==> config.mk <==
export PLATFORM = sky130hd
export DESIGN_NAME = aux_uart_rx_fifo_flat
export DESIGN_NICKNAME = d
export VERILOG_FILES = /design/src/rtl/aux_uart_rx_fifo_if.sv /design/src/rtl/aux_uart_rx_fifo.sv /design/src/flat_wrapper.sv
export SDC_FILE = /design/constraint.sdc
export NUM_CORES = 1
export LEC_CHECK = 0
export ABC_AREA = 1
export CAP_MARGIN = 20
export CORE_MARGIN = 2
export CORE_UTILIZATION = 68
export CTS_CLUSTER_SIZE = 30
export DETAILED_ROUTE_END_ITERATION = 10
export DONT_BUFFER_PORTS = 1
export PLACE_DENSITY = 0.93
export SYNTH_ARGS = -nofsm -noshare
export SYNTH_HDL_FRONTEND = slang
export SYNTH_SLANG_ARGS = --single-unit
==> constraint.sdc <==
create_clock -name clk -period 6 [get_ports clk]
set_clock_uncertainty 0.2 [all_clocks]
set_input_delay 0.6 -clock clk [delete_from_list [all_inputs] [get_ports clk]]
set_output_delay 0.6 -clock clk [all_outputs]
set_load 0.02 [all_outputs]
==> src/rtl/aux_uart_rx_fifo_if.sv <==
// MCU-side read/status bundle of the aux UART receive FIFO.
// Carries parity_err only when AUX_UART_RX_PARITY_EN is defined.
interface aux_uart_rx_fifo_if #(
    parameter int FIFO_DEPTH = 16
);
    localparam int CNT_W = $clog2(FIFO_DEPTH) + 1;

    logic             rd_en;
    logic [7:0]       rd_data;
    logic             rd_valid;
    logic [CNT_W-1:0] fifo_count;
    logic             clr_err;
    logic             frame_err;
    logic             overrun;
`ifdef AUX_UART_RX_PARITY_EN
    logic             parity_err;

    modport master (output rd_en, clr_err,
                    input  rd_data, rd_valid, fifo_count, frame_err, overrun, parity_err);
    modport slave  (input  rd_en, clr_err,
                    output rd_data, rd_valid, fifo_count, frame_err, overrun, parity_err);
`else
    modport master (output rd_en, clr_err,
                    input  rd_data, rd_valid, fifo_count, frame_err, overrun);
    modport slave  (input  rd_en, clr_err,
                    output rd_data, rd_valid, fifo_count, frame_err, overrun);
`endif
endinterface

==> src/rtl/aux_uart_rx_fifo.sv <==
// Aux UART receiver: 2-flop rx synchroniser, 8N1 deserialiser, show-ahead byte FIFO, sticky errors.
// Optional 8E1 parity checking is enabled by defining AUX_UART_RX_PARITY_EN.
module aux_uart_rx_fifo #(
    parameter int CLK_FREQUENCY = 50000000,
    parameter int BAUD_RATE     = 115200,
    parameter int FIFO_DEPTH    = 16
) (
    input  logic                   clk,
    input  logic                   reset_n,
    input  logic                   rx,
    aux_uart_rx_fifo_if.slave      bus
);
    localparam int DIV   = (CLK_FREQUENCY + BAUD_RATE / 2) / BAUD_RATE;
    localparam int HALF  = DIV / 2;
    localparam int CW    = $clog2(DIV);
    localparam int AW    = $clog2(FIFO_DEPTH);
    localparam int CNT_W = AW + 1;

    typedef enum logic [2:0] {
        ST_IDLE      = 3'd0,
        ST_START     = 3'd1,
        ST_DATA      = 3'd2,
`ifdef AUX_UART_RX_PARITY_EN
        ST_PARITY    = 3'd3,
`endif
        ST_STOP      = 3'd4,
        ST_WAIT_HIGH = 3'd5
    } state_e;

    function automatic logic parity8(input logic [7:0] d);
        return ^d;
    endfunction

    state_e            state_q, state_d;
    logic              rx_meta_q, rxs_q;
    logic [CW-1:0]     cnt_q, cnt_d;
    logic [2:0]        bit_idx_q, bit_idx_d;
    logic [7:0]        shift_q, shift_d;
    logic              expire_s, push_s, frame_set_s;
    logic [7:0]        mem_q [FIFO_DEPTH];
    logic [AW-1:0]     wr_ptr_q, wr_ptr_d, rd_ptr_q, rd_ptr_d;
    logic [CNT_W-1:0]  count_q, count_d;
    logic [7:0]        rd_data_q, head_d;
    logic              rd_valid_q, frame_err_q, overrun_q;
    logic              pop_s, full_s, wr_s, ovr_set_s;
`ifdef AUX_UART_RX_PARITY_EN
    logic              par_bad_q, par_bad_d, par_set_s, parity_err_q;
`endif

    // Receive FSM: next state, bit timing and byte assembly
    always_comb begin
        state_d     = state_q;
        cnt_d       = (cnt_q != '0) ? cnt_q - CW'(1) : cnt_q;
        bit_idx_d   = bit_idx_q;
        shift_d     = shift_q;
        push_s      = 1'b0;
        frame_set_s = 1'b0;
        expire_s    = (cnt_q == '0);
`ifdef AUX_UART_RX_PARITY_EN
        par_bad_d   = par_bad_q;
        par_set_s   = 1'b0;
`endif
        case (state_q)
            ST_IDLE: begin
                if (!rxs_q) begin
                    cnt_d   = CW'(HALF - 1);
                    state_d = ST_START;
                end else begin
                    state_d = ST_IDLE;
                end
            end
            ST_START: begin
                if (expire_s && rxs_q) begin
                    state_d = ST_IDLE;
                end else if (expire_s) begin
                    cnt_d     = CW'(DIV - 1);
                    bit_idx_d = 3'd0;
`ifdef AUX_UART_RX_PARITY_EN
                    par_bad_d = 1'b0;
`endif
                    state_d   = ST_DATA;
                end else begin
                    state_d = ST_START;
                end
            end
            ST_DATA: begin
                if (expire_s) begin
                    shift_d   = {rxs_q, shift_q[7:1]};
                    cnt_d     = CW'(DIV - 1);
                    bit_idx_d = bit_idx_q + 3'd1;
`ifdef AUX_UART_RX_PARITY_EN
                    state_d   = (bit_idx_q == 3'd7) ? ST_PARITY : ST_DATA;
`else
                    state_d   = (bit_idx_q == 3'd7) ? ST_STOP : ST_DATA;
`endif
                end else begin
                    state_d = ST_DATA;
                end
            end
`ifdef AUX_UART_RX_PARITY_EN
            ST_PARITY: begin
                if (expire_s) begin
                    par_set_s = (rxs_q != parity8(shift_q));
                    par_bad_d = par_set_s;
                    cnt_d     = CW'(DIV - 1);
                    state_d   = ST_STOP;
                end else begin
                    state_d = ST_PARITY;
                end
            end
`endif
            ST_STOP: begin
                if (expire_s && rxs_q) begin
`ifdef AUX_UART_RX_PARITY_EN
                    push_s  = ~par_bad_q;
`else
                    push_s  = 1'b1;
`endif
                    state_d = ST_IDLE;
                end else if (expire_s) begin
                    frame_set_s = 1'b1;
                    state_d     = ST_WAIT_HIGH;
                end else begin
                    state_d = ST_STOP;
                end
            end
            ST_WAIT_HIGH: begin
                state_d = rxs_q ? ST_IDLE : ST_WAIT_HIGH;
            end
            default: begin
                state_d = ST_IDLE;
            end
        endcase
    end

    // FIFO control; a full FIFO still accepts a push when a pop frees a slot that cycle
    always_comb begin
        pop_s     = bus.rd_en & rd_valid_q;
        full_s    = (count_q == CNT_W'(FIFO_DEPTH));
        wr_s      = push_s & (~full_s | pop_s);
        ovr_set_s = push_s & full_s & ~pop_s;
        wr_ptr_d  = wr_s  ? wr_ptr_q + AW'(1) : wr_ptr_q;
        rd_ptr_d  = pop_s ? rd_ptr_q + AW'(1) : rd_ptr_q;
        count_d   = count_q + CNT_W'(wr_s) - CNT_W'(pop_s);
        head_d    = (wr_s && (wr_ptr_q == rd_ptr_d)) ? shift_q : mem_q[rd_ptr_d];
    end

    // Synchroniser, FSM, FIFO pointers and sticky flag registers
    always_ff @(posedge clk or negedge reset_n) begin
        if (!reset_n) begin
            rx_meta_q   <= 1'b1;
            rxs_q       <= 1'b1;
            state_q     <= ST_IDLE;
            cnt_q       <= '0;
            bit_idx_q   <= 3'd0;
            shift_q     <= 8'h00;
            wr_ptr_q    <= '0;
            rd_ptr_q    <= '0;
            count_q     <= '0;
            rd_valid_q  <= 1'b0;
            rd_data_q   <= 8'h00;
            frame_err_q <= 1'b0;
            overrun_q   <= 1'b0;
`ifdef AUX_UART_RX_PARITY_EN
            par_bad_q    <= 1'b0;
            parity_err_q <= 1'b0;
`endif
        end else begin
            rx_meta_q   <= rx;
            rxs_q       <= rx_meta_q;
            state_q     <= state_d;
            cnt_q       <= cnt_d;
            bit_idx_q   <= bit_idx_d;
            shift_q     <= shift_d;
            wr_ptr_q    <= wr_ptr_d;
            rd_ptr_q    <= rd_ptr_d;
            count_q     <= count_d;
            rd_valid_q  <= (count_d != '0);
            rd_data_q   <= head_d;
            frame_err_q <= frame_set_s | (frame_err_q & ~bus.clr_err);
            overrun_q   <= ovr_set_s   | (overrun_q   & ~bus.clr_err);
`ifdef AUX_UART_RX_PARITY_EN
            par_bad_q    <= par_bad_d;
            parity_err_q <= par_set_s | (parity_err_q & ~bus.clr_err);
`endif
        end
    end

    // Byte storage; contents need no reset since the pointers define validity
    always_ff @(posedge clk) begin
        if (wr_s) begin
            mem_q[wr_ptr_q] <= shift_q;
        end
    end

    assign bus.rd_data    = rd_data_q;
    assign bus.rd_valid   = rd_valid_q;
    assign bus.fifo_count = count_q;
    assign bus.frame_err  = frame_err_q;
    assign bus.overrun    = overrun_q;
`ifdef AUX_UART_RX_PARITY_EN
    assign bus.parity_err = parity_err_q;
`endif
endmodule

==> src/flat_wrapper.sv <==
// flat-port wrapper written by rule: the top's interface ports become plain ports
module aux_uart_rx_fifo_flat 
#(
    parameter int CLK_FREQUENCY = 50000000,
    parameter int BAUD_RATE     = 115200,
    parameter int FIFO_DEPTH    = 16
)
  (clk, reset_n, rx, bus_rd_en, bus_clr_err, bus_rd_data, bus_rd_valid, bus_fifo_count, bus_frame_err, bus_overrun);
  aux_uart_rx_fifo_if #(.FIFO_DEPTH(FIFO_DEPTH)) bus_i ();
  input  logic clk;
  input  logic reset_n;
  input  logic rx;
  input wire logic [$bits(bus_i.rd_en)-1:0] bus_rd_en;
  input wire logic [$bits(bus_i.clr_err)-1:0] bus_clr_err;
  output wire logic [$bits(bus_i.rd_data)-1:0] bus_rd_data;
  output wire logic [$bits(bus_i.rd_valid)-1:0] bus_rd_valid;
  output wire logic [$bits(bus_i.fifo_count)-1:0] bus_fifo_count;
  output wire logic [$bits(bus_i.frame_err)-1:0] bus_frame_err;
  output wire logic [$bits(bus_i.overrun)-1:0] bus_overrun;
  assign bus_i.rd_en = bus_rd_en;
  assign bus_i.clr_err = bus_clr_err;
  assign bus_rd_data = bus_i.rd_data;
  assign bus_rd_valid = bus_i.rd_valid;
  assign bus_fifo_count = bus_i.fifo_count;
  assign bus_frame_err = bus_i.frame_err;
  assign bus_overrun = bus_i.overrun;
  aux_uart_rx_fifo #(.CLK_FREQUENCY(CLK_FREQUENCY), .BAUD_RATE(BAUD_RATE), .FIFO_DEPTH(FIFO_DEPTH)) u_core (.clk(clk), .reset_n(reset_n), .rx(rx), .bus(bus_i));
endmodule
; ---- After elaboration in Yosys (flattened, before gate mapping)
; Memory sizes are Yosys's and may differ from the RTL's. A register that Yosys moved wholly into a read port is not among the register bits.
; Index checks and enable logic that the tools add are counted.
[word_totals]
reg_bits = 41
ram_bits = 128
in_bits = 5
output_inout_bits = 16
memories = 1
[mem_list]
columns = memory, words, width, read_ports, rd_ports_with_merged_regs, wr, line
row1 = u_core.mem_q, 16, 8, 1, 1, 1, aux_uart_rx_fifo.sv:40  ; logic [7:0] mem_q [FIFO_DEPTH];
[op_classes]
add_sub_neg = 6
n_eq_ne = 9
muxes = 26
bitwise = 12
reduce_logical = 9
[ops]
columns = cell, count
row1 = 2-to-1 mux 9 bit, 4
row2 = case mux 9 bit (3 select lines), 1
row3 = 2-to-1 mux 3 bit, 8
row4 = case mux 3 bit (5 select lines), 1
row5 = "equality test 3 bit, second input constant", 3
row6 = zero test 9 bit, 1
row7 = 2-to-1 mux 1 bit, 9
row8 = nonzero test 9 bit, 1
row9 = "subtractor 9 x 1 -> 9 bit, second input constant", 1
row10 = "adder 4 x 1 -> 4 bit, second input constant", 2
row11 = bitwise AND 1 bit, 6
row12 = case mux 3 bit (2 select lines), 1
row13 = adder 5 x 1 -> 5 bit, 1
row14 = "equality test 5 bit, second input constant", 1
row15 = nonzero test 5 bit, 1
row16 = subtractor 5 x 1 -> 5 bit, 1
row17 = 2-to-1 mux 4 bit, 1
row18 = "inequality test 2 x 1 -> 1 bit, second input constant", 2
row19 = AND reduction 4 bit, 1
row20 = "adder 3 x 1 -> 3 bit, second input constant", 1
row21 = "equality test 3 x 1 -> 1 bit, second input constant", 1
row22 = "equality test 3 x 2 -> 1 bit, second input constant", 1
row23 = zero test 3 bit, 1
row24 = inverter 1 bit, 3
row25 = other kinds (7), 9

; ---- Depth between registers and ports, before layout
; Gate-level depths: netlist of the first run.
[logic_depth]
ltp_word = 8
mapped_depth = 14

; ---- Worst setup path after synthesis of the first run
; OpenSTA, ideal clock, no wires.
[synth_path]
path_type = register to register
startpoint = reg u_core.cnt_q[0]
endpoint = reg u_core.rd_valid_q (netlist: u_core.bus.rd_valid)
setup_time_ns = 0.129
t_arrival_ns = 2.400
required_ns = 5.671
slack_ns = 3.272
stages_incl_launch_ff = 15
n_path_buf = 0
cell_sequence = dfrtp_1 inv_1 ha_1 inv_1 nor2_1 nand4_4 nor2_2 nand2_1 nor2_4 ha_1 inv_1 fa_1 o21ai_0 xor2_1 nand2_1
[synth_via]
elab_chain_cells = 8
[synth_rtl]
columns = element, line
row1 = "start, declared", aux_uart_rx_fifo.sv:36  ; logic [CW-1:0] cnt_q, cnt_d;
row2 = "start signal, assigned", aux_uart_rx_fifo.sv:172  ; cnt_q <= cnt_d;
row3 = zero test 9 bit, aux_uart_rx_fifo.sv:58  ; expire_s = (cnt_q == '0);
row4 = logical AND 1 bit, aux_uart_rx_fifo.sv:113  ; if (expire_s && rxs_q) begin
row5 = 2-to-1 mux 1 bit, aux_uart_rx_fifo.sv:113
row6 = 2-to-1 mux 1 bit, aux_uart_rx_fifo.sv:63  ; case (state_q)
row7 = bitwise AND 1 bit, aux_uart_rx_fifo.sv:140  ; wr_s = push_s & (~full_s | pop_s);
row8 = net u_core.wr_s, aux_uart_rx_fifo.sv:45  ; logic pop_s, full_s, wr_s, ovr_set_s;
row9 = adder 5 x 1 -> 5 bit, aux_uart_rx_fifo.sv:144  ; count_d = count_q + CNT_W'(wr_s) - CNT_W'(pop_s);
row10 = subtractor 5 x 1 -> 5 bit, aux_uart_rx_fifo.sv:144
row11 = nonzero test 5 bit, aux_uart_rx_fifo.sv:178  ; rd_valid_q <= (count_d != '0);
row12 = "end signal, assigned", aux_uart_rx_fifo.sv:178
row13 = "end, declared", aux_uart_rx_fifo.sv:44  ; logic rd_valid_q, frame_err_q, overrun_q;
; The timed path passes the listed nets, and every way through them passes these cells.
; A chain may end at the register's enable or synchronous reset.

; ---- Final worst setup path of the first run
[layout_path]
startpoint = reg u_core.rd_valid_q (netlist: u_core.bus.rd_valid)
endpoint = reg u_core.rd_data_q[1] (netlist: u_core.bus.rd_data[1]) (read register of u_core.mem_q)
[layout_via]
elab_chain_cells = 2
[layout_rtl]
columns = element, line
row1 = bitwise AND 1 bit, aux_uart_rx_fifo.sv:138  ; pop_s = bus.rd_en & rd_valid_q;
row2 = 2-to-1 mux 4 bit, aux_uart_rx_fifo.sv:143  ; rd_ptr_d = pop_s ? rd_ptr_q + AW'(1) : rd_ptr_q;
row3 = "end, declared", aux_uart_rx_fifo.sv:43  ; logic [7:0] rd_data_q, head_d;
; No other way between the ends.

==> results of run 1 <==
timing repair:
action / in CTS / in global routing
endpoints found under the hold margin: 50 / 0
hold buffers: 3 / 0
endpoints found under the setup margin: 0 / 0
final timing paths:
kind	end	start	cells past startpoint
min in group asynchronous	u_core.shift_q[4]$_DFFE_PN0P_	reset_n	2
worst min-delay path	u_core.bus.overrun$_DFF_PN0_	bus_clr_err	1
worst min register to register	u_core.rxs_q$_DFF_PN1_	u_core.rx_meta_q$_DFF_PN1_	0
max in group asynchronous	u_core.rxs_q$_DFF_PN1_	reset_n	2
worst max-delay path	u_core.bus.rd_data[1]$_DFF_PN0_	u_core.bus.rd_valid$_DFF_PN0_	12
worst max register to register	u_core.bus.rd_data[1]$_DFF_PN0_	u_core.bus.rd_valid$_DFF_PN0_	12
through the flow:
stage	instances	hold slack [ns]	area, µm²
after CTS	966	0.0690	8950
final	966	0.0727	8950
after floorplan	811	0.104	8270
after global placement	931	0.106	8330
after detailed placement	931	0.106	8330
after global routing	966	0.0622	8950
flip-flops by register name, indices dropped and copies added, names as in the netlist, 3 cells and up:
| name | cells |
|---|---|
| u_core.shift_q | 8 |
| u_core.mem_q | 128 |
| u_core.rd_ptr_q | 4 |
| u_core.cnt_q | 9 |
| u_core.bus.fifo_count | 5 |
| u_core.bit_idx_q | 3 |
| u_core.wr_ptr_q | 4 |
| u_core.bus.rd_data | 8 |
| u_core.state_q | 3 |
cells by family after synthesis:
family / Yosys count
DFF: 177
xor gates and xnor gates: 10
and+or+nand+nor: 418
muxes: 1
adders and majority gates: 17
buffers and inverters: 158
AOI/OAI and AO/OA: 30
power groups by stage:
stage	combinational [mW]	sequential, mW	clock [mW]
2_1_floorplan	1.07	1.48	0
6_report	1.43	1.48	1.07
3_3_place_gp	1.28	1.50	0
3_5_place_dp	1.34	1.51	0
4_1_cts	1.39	1.48	1.07
5_1_grt	1.55	1.49	1.12
layer usage:
layer	track usage, %	routed length, µm	up-vias
met4	19.8	1080	0
met2	50.4	9510	497
met1	41.8	7090	2921
met3	7.46	2240	110
met5	0	0	-
li1	-	-	2688
cells in the mapped netlist (5+ instances only):
master,instances,area [µm²]
ha_1,16,200
nand4_1,5,31.3
inv_1,124,465
dfrtp_1,47,1180
nand3_1,153,766
edfxtp_1,128,3840
a21oi_1,6,30.0
nor2_1,36,135
nand2_1,152,571
buf_2,27,135
nand3b_1,50,375
xor2_1,7,61.3
o21ai_0,18,90.1
nand2_2,6,37.5
cell type report:
| cell class | instances | area [µm²] |
|---|---|---|
| flip-flops and latches | 177 | 5070 |
| fillers | 701 | 3010 |
| multi-input cells | 476 | 2560 |
| inverters | 127 | 479 |
| clock buffers | 21 | 472 |
| well taps | 147 | 184 |
| clock inverters | 11 | 103 |
| repair buffers | 7 | 77.6 |
==> metrics.txt, run 1 <==
EDFF count, synth=128; Remaining DRCs=0; CP Class=flip-flop to flip-flop; P_int=2.41 mW; Leak=3.94 nW; main combinational cell family by area after synthesis=simple AND/OR/NAND/NOR gates; final setup fails=0; count of cell types in the netlist=37; total track usage=32.4%; commonest non-fill, non-tap cell in the layout=nand3_1; multiplexer area fraction after synthesis=0.136%; Worst Hold Class=input pin to flip-flop; Mapped Area=just over 8000 µm²; DIE WIDTH=114 µm; Slew @ Worst Pin=approximately 0.90 ns; critical path data arrival time=3.57 ns; Worst EP required=~6.2 ns; synthesized-area fraction occupied by adder cells=between 2 and 3%; Final Core Density=74.8%; status=completed; Routed WL per cell=20.6 µm; largest net degree at the start of global routing=67; IO buf count=0; FMAX=0.294 GHz; Die H=114 µm; Critical Path, Cell by Cell=nand2_2, nand2_2, buf_4, nand2_2, buf_4, nand2_1, nand3_1, nand3_1, nand3_1, nand2_1, nand2_1, nand2_1; I/O pin cnt=21; PnR worst setup slack=2.60 ns; core area=roughly 12000 µm²; syn_nets=about 830; #FFs+latches synth=between 150 and 200; Comb power frac=between 30 and 40%; Relative slew margins=39.8%; most frequent cells in the layout=nand3_1 (152), nand2_1 (150), edfxtp_1 (128); crit-path max FO=65; syn_area_per_cell=~10 µm²; H-tree depth=4; total routed wirelength=19.9 mm; Final Hold Vio Count=0; max incr delay on CP=0.68 ns; CTS tree=done; post-synthesis compound-gate area fraction=1.98%; clock root cell=clkbuf_16; Clock Power Share=26.9%; DR vias=roughly 6200; Synth Warn #=0; sw power=about 1.6 mW; startpoint types=flip-flop; Starting Density=69.1%; first-pass GRT wire length=around 31 mm; Primary FF master, synth=edfxtp_1; max-slew violations=0; Slowest-stage cell, CP=nand2_2; Mapped Cells=811; FF-to-FF setup slack=between 2 and 3 ns; Synth Area in XOR/XNOR=1.06%; Skew-Pair Late Insertion Delay=0.44 ns; Tcrit/Tclk final=56.6%; post-synthesis sequential area ratio=61.3%; Net Sw Frac=around two fifths; crit end category=flip-flop; Avg Vias per Cell=6.43; clock sink count=177; drt first pass iters=6; clock tree buffer depth=2; total die area=13100 µm²; Reg power frac=37.2%; layout cells sized above 1=roughly 7.7%; crit-path most repeated cell=nand2_1; total chip power=3.98 mW; vias in the first global route=5909; critical path's top delay family=simple AND/OR/NAND/NOR gates; antenna violations before repair=0; row cnt=40; Fin Setup TNS=0 ns; pre-CTS WS=2.75 ns; nets=828; power density of the placed cells=about 440 nW/µm²; Syn-to-layout area delta=8.23%; clock slew at reported path FFs=0.07 ns; GPL Wtd Cong=0.908; RSZ-0062 raised after global routing=false; Worst Path Buf+Inv=2; Inserted Diodes=0; ys async rst share=27.7%; post-synthesis simple-gate area fraction=25.0%; worst ir drop on vdd=360 µV; TritonCTS Buffers=17; post-cts resize count=0; DR iter-0 viols=1200; fin crit period=3.40 ns; DP HPWL=around 12 mm; Post-CTS Setup Bufs=0; Congestion Overflow GR=0; total of max-cap violations=0; Routed Antenna Nets=0
Note: power is estimated with default switching activity, not from simulation.
==> run 2: changes to the inputs <==
- CORE_UTILIZATION: 68 -> 64
- PLACE_DENSITY: 0.93 -> 0.89
- clock period: 6 -> 3.2 ns (I/O delays scaled with it)
==> run 2 against run 1 <==
Against the previous run:
- cell count up 4.8%
- sequential cell count did not move
- worst setup slack worse by 2.5 ns
- highest routed layer unchanged
- cell area grew 2.5%
- combinational power increased by 98%
- global-route usage is 3.1 points lower
- sequential share of layout area is 1.4 points lower
==> metrics.txt, run 2 (same netlist as run 1, synthesis figures left out) <==
status=completed; I/O pin cnt=21; Tcrit/Tclk final=between 90% and 100%; Starting Density=65.5%; core area=12600 µm²; max incr delay on CP=around 0.42 ns; layout cells sized above 1=9.40%; IO buf count=0; Net Sw Frac=between 30% and 40%; Routed WL per cell=19.3 µm; Worst EP required=3.31 ns; row cnt=41; Worst Path Buf+Inv=3; Filler cells=771; Inserted Diodes=0; sw power=2.98 mW; Fin Setup TNS=0 ns; total of max-cap violations=0; FMAX=0.323 GHz; GPL Wtd Cong=just over 0.9; clock slew at reported path FFs=0.06 ns; Inst Count DP=972; worst ir drop on vdd=520 µV; multi-input logic area=2570 µm²; Die H=118 µm; drt first pass iters=5; CP Class=flip-flop to flip-flop; most frequent cells in the layout=nand3_1 (152), nand2_1 (150), edfxtp_1 (128); final setup fails=0; critical path data arrival time=between 3 and 4 ns; crit end category=flip-flop; total routed wirelength=between 15 and 20 mm; largest registers=u_core.mem_q x128, u_core.cnt_q x9; crit-path max FO=5; Skew-Pair Late Insertion Delay=0.43 ns; Reg power frac=36.1%; total die area=13800 µm²; Relative slew margins=43.3%; clock sink count=roughly 180; Leak=approximately 4.1 nW; Slew @ Worst Pin=0.851 ns; max-slew violations=0; Most flops, register=u_core.mem_q; CTS tree=done; Slowest-stage cell, CP=fa_1; Syn-to-layout area delta=11.0%; Comb power frac=37.0%; Critical Path, Cell by Cell=inv_1, ha_1, inv_1, nor2_1, nand4_4, nor2_4, nand2_1, nor2_4, ha_1, inv_1, fa_1, o21ai_2, xor2_1, nand2_1; Post-Layout Cell Count=1012; DR iter-0 viols=1082; total chip power=7.66 mW; worst hold margin=between 0.15 and 0.2 ns; Reg area=just over 5000 µm²; Congestion Overflow GR=0; vias in the first global route=5907; critical path's top delay family=simple AND/OR/NAND/NOR gates; Final Core Density=72.7%; Avg Vias per Cell=between 6 and 7; number of flip-flops under the largest register name=128; nets=849; antenna violations before repair=0; P_int=4.69 mW; clock root cell=clkbuf_16; Clock Power Share=26.9%; Routed Antenna Nets=0; Worst Hold Class=flip-flop to flip-flop; first-pass GRT wire length=31.0 mm; H-tree depth=4; total track usage=29.3%; Final Hold Vio Count=0; TritonCTS Buffers=17; crit-path most repeated cell=inv_1; Remaining DRCs=0; clock tree buffer depth=2; power density of the placed cells=835 nW/µm²; DIE WIDTH=118 µm; commonest non-fill, non-tap cell in the layout=nand3_1; DP HPWL=around 11 mm; largest net degree at the start of global routing=66; fin crit period=between 3 and 4 ns; DR vias=a little over 6000; startpoint types=flip-flop
==> run 2: cell count changes in the layout (fill, tap and decap cells not counted), sizes merged <==
| cell | change |
|---|---|
| clkinvlp | -2 |
| bufinv | +1 |
| clkbuf | +6 |
| clkinv | -2 |
| inv | -3 |
| buf | +20 |
| dlygate4sd3 | +1 |
==> run 2: cell type report <==
class                   instances  share of cell area, %
flip-flops and latches        177                   55.3
multi-input cells             476                   28.0
clock buffers                  27                   5.60
inverters                     127                   5.22
repair buffers                 28                   2.73
well taps                     172                   2.34
clock inverters                 5                  0.804
==> run 2: power groups by stage <==
stage / logic, mW / clock network [mW] / registers [mW]
CTS: 2.75 / 2.07 / 2.77
finish: 2.83 / 2.06 / 2.77
global placement: 2.58 / 0 / 2.81
floorplan: 2.01 / 0 / 2.78
global route: 3.10 / 2.17 / 2.78
detailed placement: 2.64 / 0 / 2.81
==> run 2: stage by stage <==
step           instance area (µm²)  setup WS [ns]
2_1_floorplan                 8270          0.472
3_3_place_gp                  8490          0.295
3_5_place_dp                  8490          0.153
4_1_cts                       9140         0.0657
5_1_grt                       9180        -0.0490
6_report                      9180          0.104
==> run 2: metal layers <==
metal  global-route usage, %  vias up  wire length [µm]
met5                       0        -                 0
met4                    15.5        0               891
met3                    5.09       88              1740
met2                    47.5      396              9500
met1                    38.1     2862              7400
li1                        -     2735                 -
==> run 2: path summary, 6_finish.rpt <==
kind | startpoint | endpoint | slack (ns) | cells after the start
min reg2reg | u_core.rx_meta_q$_DFF_PN1_ | u_core.rxs_q$_DFF_PN1_ | 0.15 | 0
min | u_core.rx_meta_q$_DFF_PN1_ | u_core.rxs_q$_DFF_PN1_ | 0.15 | 0
min in group asynchronous | reset_n | u_core.wr_ptr_q[3]$_DFFE_PN0P_ | 0.27 | 2
max reg2reg | u_core.cnt_q[0]$_DFF_PN0_ | u_core.bus.rd_valid$_DFF_PN0_ | 0.10 | 14
max | u_core.cnt_q[0]$_DFF_PN0_ | u_core.bus.rd_valid$_DFF_PN0_ | 0.10 | 14
max in group asynchronous | reset_n | u_core.rx_meta_q$_DFF_PN1_ | 2.27 | 2
==> run 2: what timing repair did <==
action | in CTS | in global routing
endpoints found under the setup margin | 2 | 2
gates resized for setup | 1 | 2
endpoints found under the hold margin | 52 | 0
setup buffers | 0 | 4
hold buffers | 4 | 0
pin swaps | 0 | 1
